`src/rtl/rr_hold_arbiter_if.sv`:
```
// Request/grant bundle between requesters and the round-robin hold arbiter.
// master drives requests and release strobes; slave is the arbiter side.
interface rr_hold_arbiter_if #(
  parameter int unsigned NUM_PORTS = 5
);
  localparam int unsigned IdW = (NUM_PORTS > 1) ? $clog2(NUM_PORTS) : 1;

  logic [NUM_PORTS-1:0] req_i;
  logic [NUM_PORTS-1:0] done_i;
  logic [NUM_PORTS-1:0] gnt_o;
  logic [IdW-1:0]       gnt_id_o;
  logic                 busy_o;
  logic                 timeout_o;

  modport master (
    output req_i,
    output done_i,
    input  gnt_o,
    input  gnt_id_o,
    input  busy_o,
    input  timeout_o
  );

  modport slave (
    input  req_i,
    input  done_i,
    output gnt_o,
    output gnt_id_o,
    output busy_o,
    output timeout_o
  );
endinterface

```
`src/rtl/rr_hold_arbiter.sv`:
```
// Round-robin arbiter that holds a grant until release, abandon or a MAX_HOLD-cycle timeout.
// All outputs are registered; at least one idle cycle separates consecutive grants.
module rr_hold_arbiter #(
  parameter int unsigned NUM_PORTS = 5,
  parameter int unsigned MAX_HOLD  = 16
) (
  input  logic               clk_i,
  input  logic               rst_i,
  rr_hold_arbiter_if.slave   bus
);

  localparam int unsigned IdW  = (NUM_PORTS > 1) ? $clog2(NUM_PORTS) : 1;
  localparam int unsigned CntW = $clog2(MAX_HOLD + 1);
  localparam logic [CntW-1:0] MaxCnt = CntW'(MAX_HOLD);
  localparam logic [IdW-1:0]  LastId = IdW'(NUM_PORTS - 1);

  typedef enum logic [0:0] {
    StIdle,
    StGrant
  } state_e;

  state_e               state_q;
  logic [IdW-1:0]       ptr_q;
  logic [IdW-1:0]       gnt_id_q;
  logic [NUM_PORTS-1:0] gnt_q;
  logic [CntW-1:0]      hold_cnt_q;
  logic                 busy_q;
  logic                 timeout_q;

  logic                 win_vld;
  logic [IdW-1:0]       win_id;
  logic [NUM_PORTS-1:0] win_oh;
  logic [IdW-1:0]       ptr_next;
  logic                 cur_done;
  logic                 cur_req;
  logic                 rel_normal;
  logic                 rel_timeout;
  int unsigned          scan_idx;

  // First requester at or after ptr_q, wrapping around the port range.
  always_comb begin
    win_vld  = 1'b0;
    win_id   = '0;
    win_oh   = '0;
    scan_idx = 0;
    for (int unsigned k = 0; k < NUM_PORTS; k++) begin
      scan_idx = (32'(ptr_q) + k) % NUM_PORTS;
      if (!win_vld && bus.req_i[scan_idx]) begin
        win_vld          = 1'b1;
        win_id           = IdW'(scan_idx);
        win_oh           = '0;
        win_oh[scan_idx] = 1'b1;
      end
    end
  end

  assign ptr_next = ((NUM_PORTS == 1) || (win_id == LastId)) ? '0 : win_id + 1'b1;

  // gnt_q is one-hot in StGrant, so masking picks out the granted port's bits.
  assign cur_done    = |(bus.done_i & gnt_q);
  assign cur_req     = |(bus.req_i & gnt_q);
  assign rel_normal  = cur_done || !cur_req;
  assign rel_timeout = !rel_normal && (hold_cnt_q == MaxCnt);

  always_ff @(posedge clk_i) begin
    if (rst_i) begin
      state_q    <= StIdle;
      ptr_q      <= '0;
      gnt_id_q   <= '0;
      gnt_q      <= '0;
      hold_cnt_q <= '0;
      busy_q     <= 1'b0;
      timeout_q  <= 1'b0;
    end else begin
      timeout_q <= 1'b0;
      unique case (state_q)
        StIdle: begin
          if (win_vld) begin
            state_q    <= StGrant;
            gnt_q      <= win_oh;
            gnt_id_q   <= win_id;
            busy_q     <= 1'b1;
            hold_cnt_q <= CntW'(1);
            ptr_q      <= ptr_next;
          end
        end
        StGrant: begin
          if (rel_normal || rel_timeout) begin
            state_q   <= StIdle;
            gnt_q     <= '0;
            gnt_id_q  <= '0;
            busy_q    <= 1'b0;
            timeout_q <= rel_timeout;
          end else if (hold_cnt_q != MaxCnt) begin
            hold_cnt_q <= hold_cnt_q + 1'b1;
          end
        end
        default: begin
          state_q <= StIdle;
        end
      endcase
    end
  end

  assign bus.gnt_o     = gnt_q;
  assign bus.gnt_id_o  = gnt_id_q;
  assign bus.busy_o    = busy_q;
  assign bus.timeout_o = timeout_q;

  a_gnt_onehot: assert property (@(posedge clk_i) disable iff (rst_i) $onehot0(gnt_q));
  a_busy_match: assert property (@(posedge clk_i) disable iff (rst_i) busy_q == (gnt_q != '0));
  a_hold_range: assert property (@(posedge clk_i) disable iff (rst_i) hold_cnt_q <= MaxCnt);

endmodule

```
`src/flat_wrapper.sv`:
```
// flat-port wrapper written by rule: the top's interface ports become plain ports
module rr_hold_arbiter_flat 
#(
  parameter int unsigned NUM_PORTS = 5,
  parameter int unsigned MAX_HOLD  = 16
)
  (clk_i, rst_i, bus_req_i, bus_done_i, bus_gnt_o, bus_gnt_id_o, bus_busy_o, bus_timeout_o);
  rr_hold_arbiter_if #(.NUM_PORTS(NUM_PORTS)) bus_i ();
  input  logic clk_i;
  input  logic rst_i;
  input wire logic [$bits(bus_i.req_i)-1:0] bus_req_i;
  input wire logic [$bits(bus_i.done_i)-1:0] bus_done_i;
  output wire logic [$bits(bus_i.gnt_o)-1:0] bus_gnt_o;
  output wire logic [$bits(bus_i.gnt_id_o)-1:0] bus_gnt_id_o;
  output wire logic [$bits(bus_i.busy_o)-1:0] bus_busy_o;
  output wire logic [$bits(bus_i.timeout_o)-1:0] bus_timeout_o;
  assign bus_i.req_i = bus_req_i;
  assign bus_i.done_i = bus_done_i;
  assign bus_gnt_o = bus_i.gnt_o;
  assign bus_gnt_id_o = bus_i.gnt_id_o;
  assign bus_busy_o = bus_i.busy_o;
  assign bus_timeout_o = bus_i.timeout_o;
  rr_hold_arbiter #(.NUM_PORTS(NUM_PORTS), .MAX_HOLD(MAX_HOLD)) u_core (.clk_i(clk_i), .rst_i(rst_i), .bus(bus_i));
endmodule
```
`config.mk`:
```
export PLATFORM = sky130hd
export DESIGN_NAME = rr_hold_arbiter_flat
export DESIGN_NICKNAME = d
export VERILOG_FILES = /design/src/rtl/rr_hold_arbiter_if.sv /design/src/rtl/rr_hold_arbiter.sv /design/src/flat_wrapper.sv
export SDC_FILE = /design/constraint.sdc
export NUM_CORES = 1
export LEC_CHECK = 0
export CORE_MARGIN = 3
export CORE_UTILIZATION = 45
export CTS_CLUSTER_SIZE = 25
export DETAILED_ROUTE_END_ITERATION = 10
export PLACE_DENSITY = 0.76
export SYNTH_ARGS = -nofsm -noshare
export SYNTH_HDL_FRONTEND = slang
export SYNTH_SLANG_ARGS = --single-unit
```
`constraint.sdc`:
```
create_clock -name clk_i -period 8.4 [get_ports clk_i]
set_clock_uncertainty 0.2 [all_clocks]
set_input_delay 0.84 -clock clk_i [delete_from_list [all_inputs] [get_ports clk_i]]
set_output_delay 0.84 -clock clk_i [all_outputs]
set_load 0.02 [all_outputs]
```
==> reports/results.tsv <==
metric	value	unit
worst-path fanout max	12	
Simple-Gate Fraction of Synth Area	0.259	
Final ANT Viol Nets	0	
number of global-route vias before repair	2986	
max cap viols	0	
source of the critical timing path	u_core.ptr_q[1]	
fraction of layout cells with a size suffix above 1	0.0771	
post-synth cell types	77	
Seq/Total Area, Yosys	0.120	
largest net degree at the start of global routing	46	
vias	3425	
combinational share of power	0.863	
wire per inst	16.6	um
PostCTS Resize Cnt	0	
DP HPWL	6630	um
average size of a mapped cell	7.30	um2
most frequent cell after synthesis	nor2_1	
initial DRC count	359	
hold_sp	u_core.bus.busy_o	
switching share of power	0.572	
final hold vios	0	
initial antenna violation count	0	
top cells by area, synth	ha_1 (13%), dfxtp_1 (12%), nor2_1 (5.2%), nand2_1 (4.4%), a21oi_1 (4.3%)	
post-synthesis adder-cell area fraction	0.136	
Mapped Nets	481	
die height	90.0	um
nature of the critical path startpoint	flop	
total CTS buffers	3	
final wirelength	8850	um
H-tree depth	1	
arrival time worst endpoint	6.69	ns
crit-path most repeated cell	ha_1	
status	complete, no violations	
capturing element type of the critical path	flop	
Reg-to-Reg Start	u_core.ptr_q[1]	
Design Power	1520	uW
drc violations	0	
FP Rows	29	
top_reg_cell synth	dfxtp_1	
Synth Instances	435	
Layout Nets	488	
EDFF count, synth	0	
die area	8100	um2
drt first pass iters	6	
CP max stage delay	0.51	ns
Setup Viol. Count Final	0	
min cycle time layout	6.70	ns
Slew @ Worst Pin	0.803	ns
Post-CTS Setup Inserts	0	
RSZ-0062 raised after global routing	false	
Clock Power Share	0.043	
total congestion overflow	0	
Reg power frac	0.094	
Internal Power	648	uW
Worst path slowest cell	ha_1	
main combinational cell family by area after synthesis	compound AO/OA/AOI/OAI gates	
core area	6600	um2
mux cell area share after synthesis	0.0536	
clk slew on worst S/H paths	0.07	ns
ANT cells	0	
Critical path buffers and inverters	3	
worst setup path class	reg2reg	
DR vias/cell	6.41	
Port-buffer cells	21	
TritonCTS clock tree	done	
Final Hold Slack	0.275	ns
hold crit path type	reg2reg	
Max Clock Freq	149	MHz
Die W	90.0	um
relative slew slack	0.463	
mapped cell area	3180	um2
Pleak	0.00135	uW
Synth top cells by count	nor2_1 (44), nand2_1 (37), ha_1 (33)	
hold depth	2	
Initial Util	0.481	
Post-Synth XOR/XNOR Area	0.0410	
dominant cell type by area after synthesis	ha_1	
P per Cell Area	437	nW/um2
delay-heaviest family, CP	adder cells	
CP Cell Sequence	inv_1 > ha_1 > inv_1 > ha_1 > inv_1 > ha_1 > nor3_1 > nor2_1 > xnor2_1 > ha_1 > o21bai_1 > a211oi_1 > a211oi_1 > mux2_2 > a32o_1 > or3_1 > mux2i_1 > ha_1 > or3b_2 > a31oi_1	
Reg2Reg Depth	20	
clock sinks	19	
asr flop ratio synth	0	
first-pass GRT wire length	14600	um
post-synth top area share	0.130	
fill count	649	
Psw	868	uW
RePlAce Congestion	0.971	
CTS root buf	clkbuf_8	
setup TNS	0	ns
VDD IR max	0.165	mV
maximum buffer depth of the clock tree	2	
Layout area overhead	9.29	%
hold buffers post-CTS	0	
period utilization	0.798	
area fraction in compound gates after synthesis	0.324	
#FFs+latches synth	19	
WP depth	20	
Critical Path RT	8.39	ns
Synth Warn #	0	
I/O pin total	22	
Clk Latency, worst-skew pair	0.26	ns
Tot GR Track Use	0.210	
max-slew violation count	0	
r2r setup slk	1.70	ns
cells in the final DEF (no fill, tap or decap), types with 4 or more instances in the layout:
| cell | n |
|---|---|
| nand2b_1 | 6 |
| nor4b_1 | 6 |
| o2111ai_1 | 5 |
| a211oi_1 | 7 |
| nand3b_1 | 5 |
| nor2_1 | 44 |
| a21oi_1 | 27 |
| clkdlybuf4s50_1 | 21 |
| buf_4 | 4 |
| nand3_1 | 12 |
| nor3_1 | 15 |
| nand2_1 | 37 |
| o221ai_1 | 4 |
| o31ai_1 | 4 |
| or2_2 | 5 |
| or3_1 | 6 |
| nor4_1 | 5 |
| dfxtp_1 | 19 |
| xor2_1 | 4 |
| ha_1 | 33 |
| o21ai_0 | 17 |
| mux2i_1 | 11 |
| a21o_1 | 8 |
| a31oi_1 | 7 |
| xnor2_1 | 9 |
| nor2b_1 | 7 |
| and3_1 | 6 |
| a22oi_1 | 4 |
| o211ai_1 | 7 |
| inv_1 | 23 |
metrics by stage:
| step | cells | cell area [um2] | worst slack, ns | utilization |
|---|---|---|---|---|
| 2_1_floorplan | 435 | 3180 | 1.72 | - |
| 3_3_place_gp | 530 | 3430 | 2.12 | 0.519 |
| 3_5_place_dp | 530 | 3430 | 1.82 | 0.519 |
| 4_1_cts | 534 | 3470 | 1.82 | 0.526 |
| 5_1_grt | 534 | 3470 | 1.27 | 0.526 |
| 6_report | 534 | 3470 | 1.70 | 0.526 |
power groups by stage:
| stage | Clock (uW) | Sequential [uW] | Combinational (uW) |
|---|---|---|---|
| 4_1_cts | 66.6 | 141 | 1280 |
| 2_1_floorplan | 0 | 147 | 1000 |
| 3_5_place_dp | 0 | 144 | 1270 |
| 6_report | 65.6 | 142 | 1310 |
| 5_1_grt | 69.8 | 145 | 1440 |
| 3_3_place_gp | 0 | 143 | 1250 |
sequential cells by signal (all words and copies together) (netlist names):
signal,flops
u_core.bus.timeout_o,1
u_core.ptr_q,3
u_core.bus.busy_o,1
u_core.hold_cnt_q,5
u_core.bus.gnt_o,5
u_core.state_q,1
u_core.bus.gnt_id_o,3
kinds of logic (layout without fill, tap and decap cells):
group,count (synthesis),in the layout
buf+inv,49,55
simple gates,164,164
mux,15,15
fa+ha+maj,34,34
compound gates,140,140
flops,19,19
xor+xnor,14,14
layout make-up:
type | count | area (um2) | share of cell area
flip-flops and latches | 19 | 380 | 0.110
clock buffers | 4 | 45.0 | 0.0130
inverters | 26 | 97.6 | 0.0281
repair buffers | 25 | 240 | 0.0692
multi-input cells | 367 | 2590 | 0.747
well taps | 93 | 116 | 0.0335
metal layers:
metal	GRT usage	vias to the layer above	share of wire
met2	0.332	167	0.46
li1	-	1639	-
met5	0	-	0
met4	0.0306	0	0.012
met3	0.0359	22	0.082
met1	0.303	1597	0.45
final timing paths:
check                                    endpoint
worst min register to register  u_core.bus.busy_o
worst max register to register    u_core.ptr_q[2]
worst min-delay path            u_core.bus.busy_o
worst max-delay path              u_core.ptr_q[2]
worst min-delay path, stage by stage, from the launching register on:
cell	delay [ns]
dfxtp_1	0.33
nor2_1	0.05
nor2_1	0.07
Note: power is estimated with default switching activity, not from simulation.
